<file path="config.mk">
export PLATFORM = sky130hd
export DESIGN_NAME = approx_dot_accumulator
export DESIGN_NICKNAME = d
export VERILOG_FILES = /design/src/rtl/approx_mac_pkg.sv /design/src/rtl/approx_sat_add.sv /design/src/rtl/approx_dot_accumulator.sv
export SDC_FILE = /design/constraint.sdc
export NUM_CORES = 1
export LEC_CHECK = 0
export ABC_AREA = 1
export BUFFER_PORTS_ARGS = -buffer_cell sky130_fd_sc_hd__buf_2
export CAP_MARGIN = 20
export CORE_MARGIN = 3
export CORE_UTILIZATION = 55
export DETAILED_ROUTE_END_ITERATION = 16
export GPL_TIMING_DRIVEN = 0
export PLACE_DENSITY = 0.75
export SKIP_LAST_GASP = 1
export SLEW_MARGIN = 10
export SYNTH_ARGS = -nofsm -noshare
export SYNTH_HDL_FRONTEND = slang
export SYNTH_HIERARCHICAL = 1
export SYNTH_SLANG_ARGS = --single-unit
</file>
<file path="constraint.sdc">
create_clock -name clk -period 5.5 [get_ports clk]
set_input_delay 0.55 -clock clk [delete_from_list [all_inputs] [get_ports clk]]
set_output_delay 0.55 -clock clk [all_outputs]
set_load 0.05 [all_outputs]
</file>
<file path="src/rtl/approx_mac_pkg.sv">
// Shared types and default widths for the approximate MAC datapath.
package approx_mac_pkg;

  localparam int unsigned DEF_PROD_W = 16;
  localparam int unsigned DEF_ACC_W  = 24;
  localparam int unsigned DEF_LEN_W  = 8;

  typedef enum logic [1:0] {
    IDLE  = 2'd0,
    ACCUM = 2'd1,
    DONE  = 2'd2
  } mac_state_e;

endpackage

</file>
<file path="src/rtl/approx_sat_add.sv">
// Combinational unsigned saturating adder: acc + addend, clamped at 2**ACC_W-1.
module approx_sat_add #(
  parameter int unsigned ACC_W = 24,
  parameter int unsigned IN_W  = 16
) (
  input  logic [ACC_W-1:0] acc_i,
  input  logic [IN_W-1:0]  add_i,
  output logic [ACC_W-1:0] sum_c_o,
  output logic             ovf_c_o
);

  // One guard bit above the wider operand so the raw sum never wraps.
  localparam int unsigned SUM_W = ((ACC_W > IN_W) ? ACC_W : IN_W) + 1;
  localparam logic [SUM_W-1:0] ACC_MAX = SUM_W'({ACC_W{1'b1}});

  logic [SUM_W-1:0] raw_sum;

  always_comb begin
    raw_sum = SUM_W'(acc_i) + SUM_W'(add_i);
    ovf_c_o = (raw_sum > ACC_MAX);
    sum_c_o = ovf_c_o ? {ACC_W{1'b1}} : raw_sum[ACC_W-1:0];
  end

endmodule

</file>
<file path="src/rtl/approx_dot_accumulator.sv">
// Saturating dot-product accumulator fed by an approximate multiplier stream.
// Optional APPROX_BIAS_COMP_EN adds BIAS to every accepted product before accumulation.
module approx_dot_accumulator
  import approx_mac_pkg::*;
#(
  parameter int unsigned       PROD_W = DEF_PROD_W,
  parameter int unsigned       ACC_W  = DEF_ACC_W,
  parameter int unsigned       LEN_W  = DEF_LEN_W,
  parameter logic [PROD_W-1:0] BIAS   = '0
) (
  input  logic              clk,
  input  logic              rst,
  input  logic              cfg_start,
  input  logic [LEN_W-1:0]  cfg_len,
  input  logic              in_valid,
  output logic              in_ready,
  input  logic [PROD_W-1:0] in_prod,
  output logic              out_valid,
  input  logic              out_ready,
  output logic [ACC_W-1:0]  out_sum,
  output logic              out_sat,
  output logic              busy
);

`ifdef APPROX_BIAS_COMP_EN
  localparam int unsigned ADD_W = PROD_W + 1;
`else
  localparam int unsigned ADD_W = PROD_W;
`endif

  mac_state_e       state_q, state_d;
  logic [ACC_W-1:0] acc_q, acc_d;
  logic [LEN_W-1:0] cnt_q, cnt_d;
  logic             sat_q, sat_d;
  logic             out_valid_q;
  logic             busy_q;

  logic [ADD_W-1:0] addend;
  logic [ACC_W-1:0] sum_c;
  logic             ovf_c;

`ifdef APPROX_BIAS_COMP_EN
  // Offsets the mean negative error of the truncating multiplier; never wraps.
  assign addend = ADD_W'(in_prod) + ADD_W'(BIAS);
`else
  assign addend = in_prod;
  if (BIAS != '0) begin : g_bias_ignored
  end
`endif

  approx_sat_add #(
    .ACC_W (ACC_W),
    .IN_W  (ADD_W)
  ) u_sat_add (
    .acc_i   (acc_q),
    .add_i   (addend),
    .sum_c_o (sum_c),
    .ovf_c_o (ovf_c)
  );

  always_comb begin
    state_d = state_q;
    acc_d   = acc_q;
    cnt_d   = cnt_q;
    sat_d   = sat_q;
    case (state_q)
      IDLE: begin
        if (cfg_start) begin
          acc_d   = '0;
          sat_d   = 1'b0;
          cnt_d   = cfg_len;
          state_d = (cfg_len == '0) ? DONE : ACCUM;
        end
      end
      ACCUM: begin
        if (in_valid) begin
          acc_d = sum_c;
          sat_d = sat_q | ovf_c;
          cnt_d = cnt_q - LEN_W'(1);
          if (cnt_q == LEN_W'(1)) begin
            state_d = DONE;
          end
        end
      end
      DONE: begin
        if (out_ready) begin
          state_d = IDLE;
        end
      end
      default: state_d = IDLE;
    endcase
  end

  always_ff @(posedge clk) begin
    if (rst) begin
      state_q     <= IDLE;
      acc_q       <= '0;
      cnt_q       <= '0;
      sat_q       <= 1'b0;
      out_valid_q <= 1'b0;
      busy_q      <= 1'b0;
    end else begin
      state_q     <= state_d;
      acc_q       <= acc_d;
      cnt_q       <= cnt_d;
      sat_q       <= sat_d;
      out_valid_q <= (state_d == DONE);
      busy_q      <= (state_d != IDLE);
    end
  end

  // Ready is a pure state decode so a product can land every cycle in ACCUM.
  assign in_ready  = (state_q == ACCUM);
  assign out_valid = out_valid_q;
  assign out_sum   = acc_q;
  assign out_sat   = sat_q;
  assign busy      = busy_q;

endmodule

</file>
==> results_tabular.tex <==
\begin{tabular}{lr}
\hline
Metric & Value \\
\hline
\multicolumn{2}{l}{\textbf{Status}} \\
Outcome & finished clean \\
\multicolumn{2}{l}{\textbf{Drt}} \\
Routed wire length & 8950 um \\
Remaining DRCs & 0 \\
DRT antenna net count & 0 \\
Per-cell routed wire length & 13.1 um \\
Number of vias per cell & 5.25 \\
Via count & 3572 \\
Number of iterations in the first detailed-routing pass & 5 \\
Iter 0 DRT Violations & 208 \\
\multicolumn{2}{l}{\textbf{STA}} \\
Max Slew Vio Count & 0 \\
Minimum clock period & 2.35 ns \\
Least setup slack across all paths after layout & 3.15 ns \\
Max\_slew headroom & 0.633 \\
Portion of the clock cycle consumed by the worst path in the final layout & 0.426 \\
\# setup viols final & 0 \\
Transition time at the pin with the least slew margin & 0.550 ns \\
Final TNS setup & 0 ns \\
Fmax & 426 MHz \\
RSZ-0062 raised after global routing & false \\
Fin Hold WS & 0.481 ns \\
Final hold vios & 0 \\
Final clock skew & 0.00286 ns \\
\multicolumn{2}{l}{\textbf{Logic synthesis}} \\
Share of synthesized area occupied by flip-flops and latches & 0.223 \\
Syn\_nets & 594 \\
Share of the synthesized area in compound gates (AO/OA/AOI/OAI) & 0.131 \\
Synth Warn \# & 6 \\
Synthesized flop and latch total & 37 \\
Number of instances in the synthesized netlist & 546 \\
Number of unique standard cell types used by synthesis & 35 \\
Synth Area per Inst & 6.07 um2 \\
Multiplexer area fraction after synthesis & 0 \\
Fraction of the mapped netlist area in adder cells & 0.0739 \\
Fraction of synthesized cell area in xor and xnor cells & 0.0317 \\
Post-synthesis share of cell area spent on and, or, nand and nor gates & 0.422 \\
Dominant combinational cell family by area after synthesis & simple AND/OR/NAND/NOR gates \\
Syn Std Cell Area & 3320 um2 \\
\multicolumn{2}{l}{\textbf{Cells and area}} \\
Fraction of layout instances using a drive strength above 1 & 0.212 \\
Register area & 741 um2 \\
Filler cells & 586 \\
Highest-count cells in the layout ignoring fill and taps & sky130\_fd\_sc\_hd\_\_nand2\_1, sky130\_fd\_sc\_hd\_\_inv\_1, sky130\_fd\_sc\_hd\_\_nor2\_1, sky130\_fd\_sc\_hd\_\_buf\_2, sky130\_fd\_sc\_hd\_\_a21oi\_1 \\
N\_diodes & 0 \\
Final core area utilization & 0.668 \\
Synthesis-to-finish area growth & 14.3\% \\
Area of the multi-input gates & 2180 um2 \\
Final Cell Area & 3790 um2 \\
Nets & 657 \\
Final Non-Filler Cells & 681 \\
Most frequent standard cell in the layout excluding fill and tap cells & sky130\_fd\_sc\_hd\_\_nand2\_1 \\
\multicolumn{2}{l}{\textbf{Global route}} \\
Antenna violations before repair & 0 \\
Leftover overflow at the end of global routing & 0 \\
Number of global-route vias before repair & 3321 \\
Global-route wire length before repair & 15100 um \\
Largest net degree at the start of global routing & 12 \\
Global-route total usage across every layer & 0.257 \\
\multicolumn{2}{l}{\textbf{Floorplanning}} \\
Starting Density & 0.584 \\
Number of top-level pins & 57 \\
Core region area & 5680 um2 \\
Row count & 27 \\
Die boundary width & 83.7 um \\
Area of the die & 7000 um2 \\
Vertical extent of the die & 83.7 um \\
\multicolumn{2}{l}{\textbf{Worst setup path}} \\
CP max stage cell & sky130\_fd\_sc\_hd\_\_fa\_1 \\
Flop-to-flop setup slack & 3.15 ns \\
Data arrival time of the worst path & 2.56 ns \\
Stage delay of the slowest cell on the critical path & 0.40 ns \\
Critical path class & flip-flop to flip-flop \\
Most used cell, CP & sky130\_fd\_sc\_hd\_\_nand2\_4 \\
Worst Path Max Fanout & 10 \\
Critical path cell sequence & ha\_1 -> inv\_1 -> fa\_1 -> inv\_1 -> nand3\_1 -> nand3\_1 -> nand2\_2 -> nand2\_4 -> nand2\_4 -> nand2\_4 -> nand2\_4 -> buf\_8 -> inv\_2 -> a21oi\_1 -> nor3\_1 \\
Critical path capture point type & flip-flop \\
CP required & 5.71 ns \\
Startpoint Class & flip-flop \\
\multicolumn{2}{l}{\textbf{CTS}} \\
Number of buffers created by CTS & 5 \\
H-tree depth & 2 \\
Largest buffer count on any clock path & 2 \\
CTS-repair resized insts & 0 \\
Clock slew seen by the registers of the worst setup and hold paths & 0.08 ns \\
TritonCTS sink count & 37 \\
Root buffer cell & sky130\_fd\_sc\_hd\_\_clkbuf\_8 \\
Number of hold-repair buffers added at the cts stage & 0 \\
Total setup buffers inserted after CTS & 0 \\
CTS tree & done \\
Clk\_lat worst skew & 0.29 ns \\
\multicolumn{2}{l}{\textbf{Pwr}} \\
Total power & 0.988 mW \\
Static Leak & 2.13 nW \\
Power density over the cells & 261 nW/um2 \\
Maximum vdd drop & 0.142 mV \\
\multicolumn{2}{l}{\textbf{Run}} \\
Number of max-capacitance violations reported & 0 \\
\multicolumn{2}{l}{\textbf{Placed design}} \\
Global placement routability congestion & 0.924 \\
HPWL after detailed placement & 6950 um \\
Worst Setup Slack post-DPL & 2.95 ns \\
Port bufs & 56 \\
Area of placed instances & 3690 um2 \\
Number of placed instances, taps included & 674 \\
\multicolumn{2}{l}{\textbf{Min path}} \\
Type of the tightest min-delay check & flip-flop to flip-flop \\
\hline
\end{tabular}
[cells by family (layout without fill, tap and decap cells)]
logic type,Yosys count,in the layout
simple gates,304,304
compound gates,82,82
buf+inv,92,155
xor+xnor,12,12
fa+ha+maj,19,19
flops,37,37
[power by group]
group	switching [mW]	leakage [nW]	internal [mW]
combinational	0.290	1.77	0.140
sequential	0.0265	0.305	0.295
clock	0.104	0.0540	0.132
[critical path: cells and delay by family (launching register included)]
family                   cells  cell delay (ns)
buffers and inverters        4             0.42
flip-flops                   1             0.36
adder cells (fa/ha/maj)      2             0.61
AO/OA/AOI/OAI                1             0.05
AND/OR/NAND/NOR              8             0.83
[state kept, by name, summed over array words and instances (netlist names)]
signal and count:
out_sum 24, out_valid 1, cnt_q 8, out_sat 1
busy 1, state_q 2
[cells in the mapped netlist]
cell,n,area share
sky130_fd_sc_hd__a21o_1,2,0.0045
sky130_fd_sc_hd__a21oi_1,38,0.057
sky130_fd_sc_hd__a21oi_2,2,0.0053
sky130_fd_sc_hd__a31oi_1,1,0.0019
sky130_fd_sc_hd__buf_12,1,0.0060
sky130_fd_sc_hd__buf_2,7,0.011
sky130_fd_sc_hd__buf_4,1,0.0023
sky130_fd_sc_hd__buf_6,1,0.0034
sky130_fd_sc_hd__buf_8,1,0.0045
sky130_fd_sc_hd__clkbuf_1,3,0.0034
sky130_fd_sc_hd__dfxtp_1,37,0.22
sky130_fd_sc_hd__fa_1,1,0.0060
sky130_fd_sc_hd__ha_1,18,0.068
sky130_fd_sc_hd__inv_1,67,0.076
sky130_fd_sc_hd__inv_2,11,0.012
sky130_fd_sc_hd__nand2_1,152,0.17
sky130_fd_sc_hd__nand2_2,18,0.034
sky130_fd_sc_hd__nand2_4,5,0.017
sky130_fd_sc_hd__nand3_1,36,0.054
sky130_fd_sc_hd__nand3_2,7,0.021
sky130_fd_sc_hd__nand3b_1,4,0.0091
sky130_fd_sc_hd__nand4_1,4,0.0075
sky130_fd_sc_hd__nor2_1,64,0.072
sky130_fd_sc_hd__nor2_2,4,0.0075
sky130_fd_sc_hd__nor2_4,2,0.0068
sky130_fd_sc_hd__nor3_1,3,0.0045
sky130_fd_sc_hd__nor3_4,2,0.0098
sky130_fd_sc_hd__o21ai_0,5,0.0075
sky130_fd_sc_hd__o21ai_1,32,0.048
sky130_fd_sc_hd__o21ai_2,1,0.0026
sky130_fd_sc_hd__o21bai_2,1,0.0034
sky130_fd_sc_hd__or2_1,1,0.0019
sky130_fd_sc_hd__or2_2,2,0.0038
sky130_fd_sc_hd__xnor2_1,9,0.024
sky130_fd_sc_hd__xor2_1,3,0.0079
[path summary, 6_finish.rpt]
path	cells past startpoint	to	startpoint
min reg2reg	2	cnt_q[4]	cnt_q[4]
max reg2reg	15	out_sat	out_sum[0]
max	15	out_sat	out_sum[0]
min	2	cnt_q[4]	cnt_q[4]
[routing by layer]
metal  global-route usage  up-vias  wire, um
met5                    0        -         0
met4               0.0365        0        42
met3               0.0326        5       522
met2                0.447      107      4250
met1                0.347     1614      4130
li1                     -     1846         -
[cell type report]
type | count | share of cell area
clock inverters | 2 | 0.00924
plain buffers | 14 | 0.0264
clock buffers | 5 | 0.0182
multi-input cells | 417 | 0.576
flip-flops and latches | 37 | 0.195
well taps | 72 | 0.0238
repair buffers | 56 | 0.0739
inverters | 78 | 0.0772
Power figures use the tool's default switching activity.
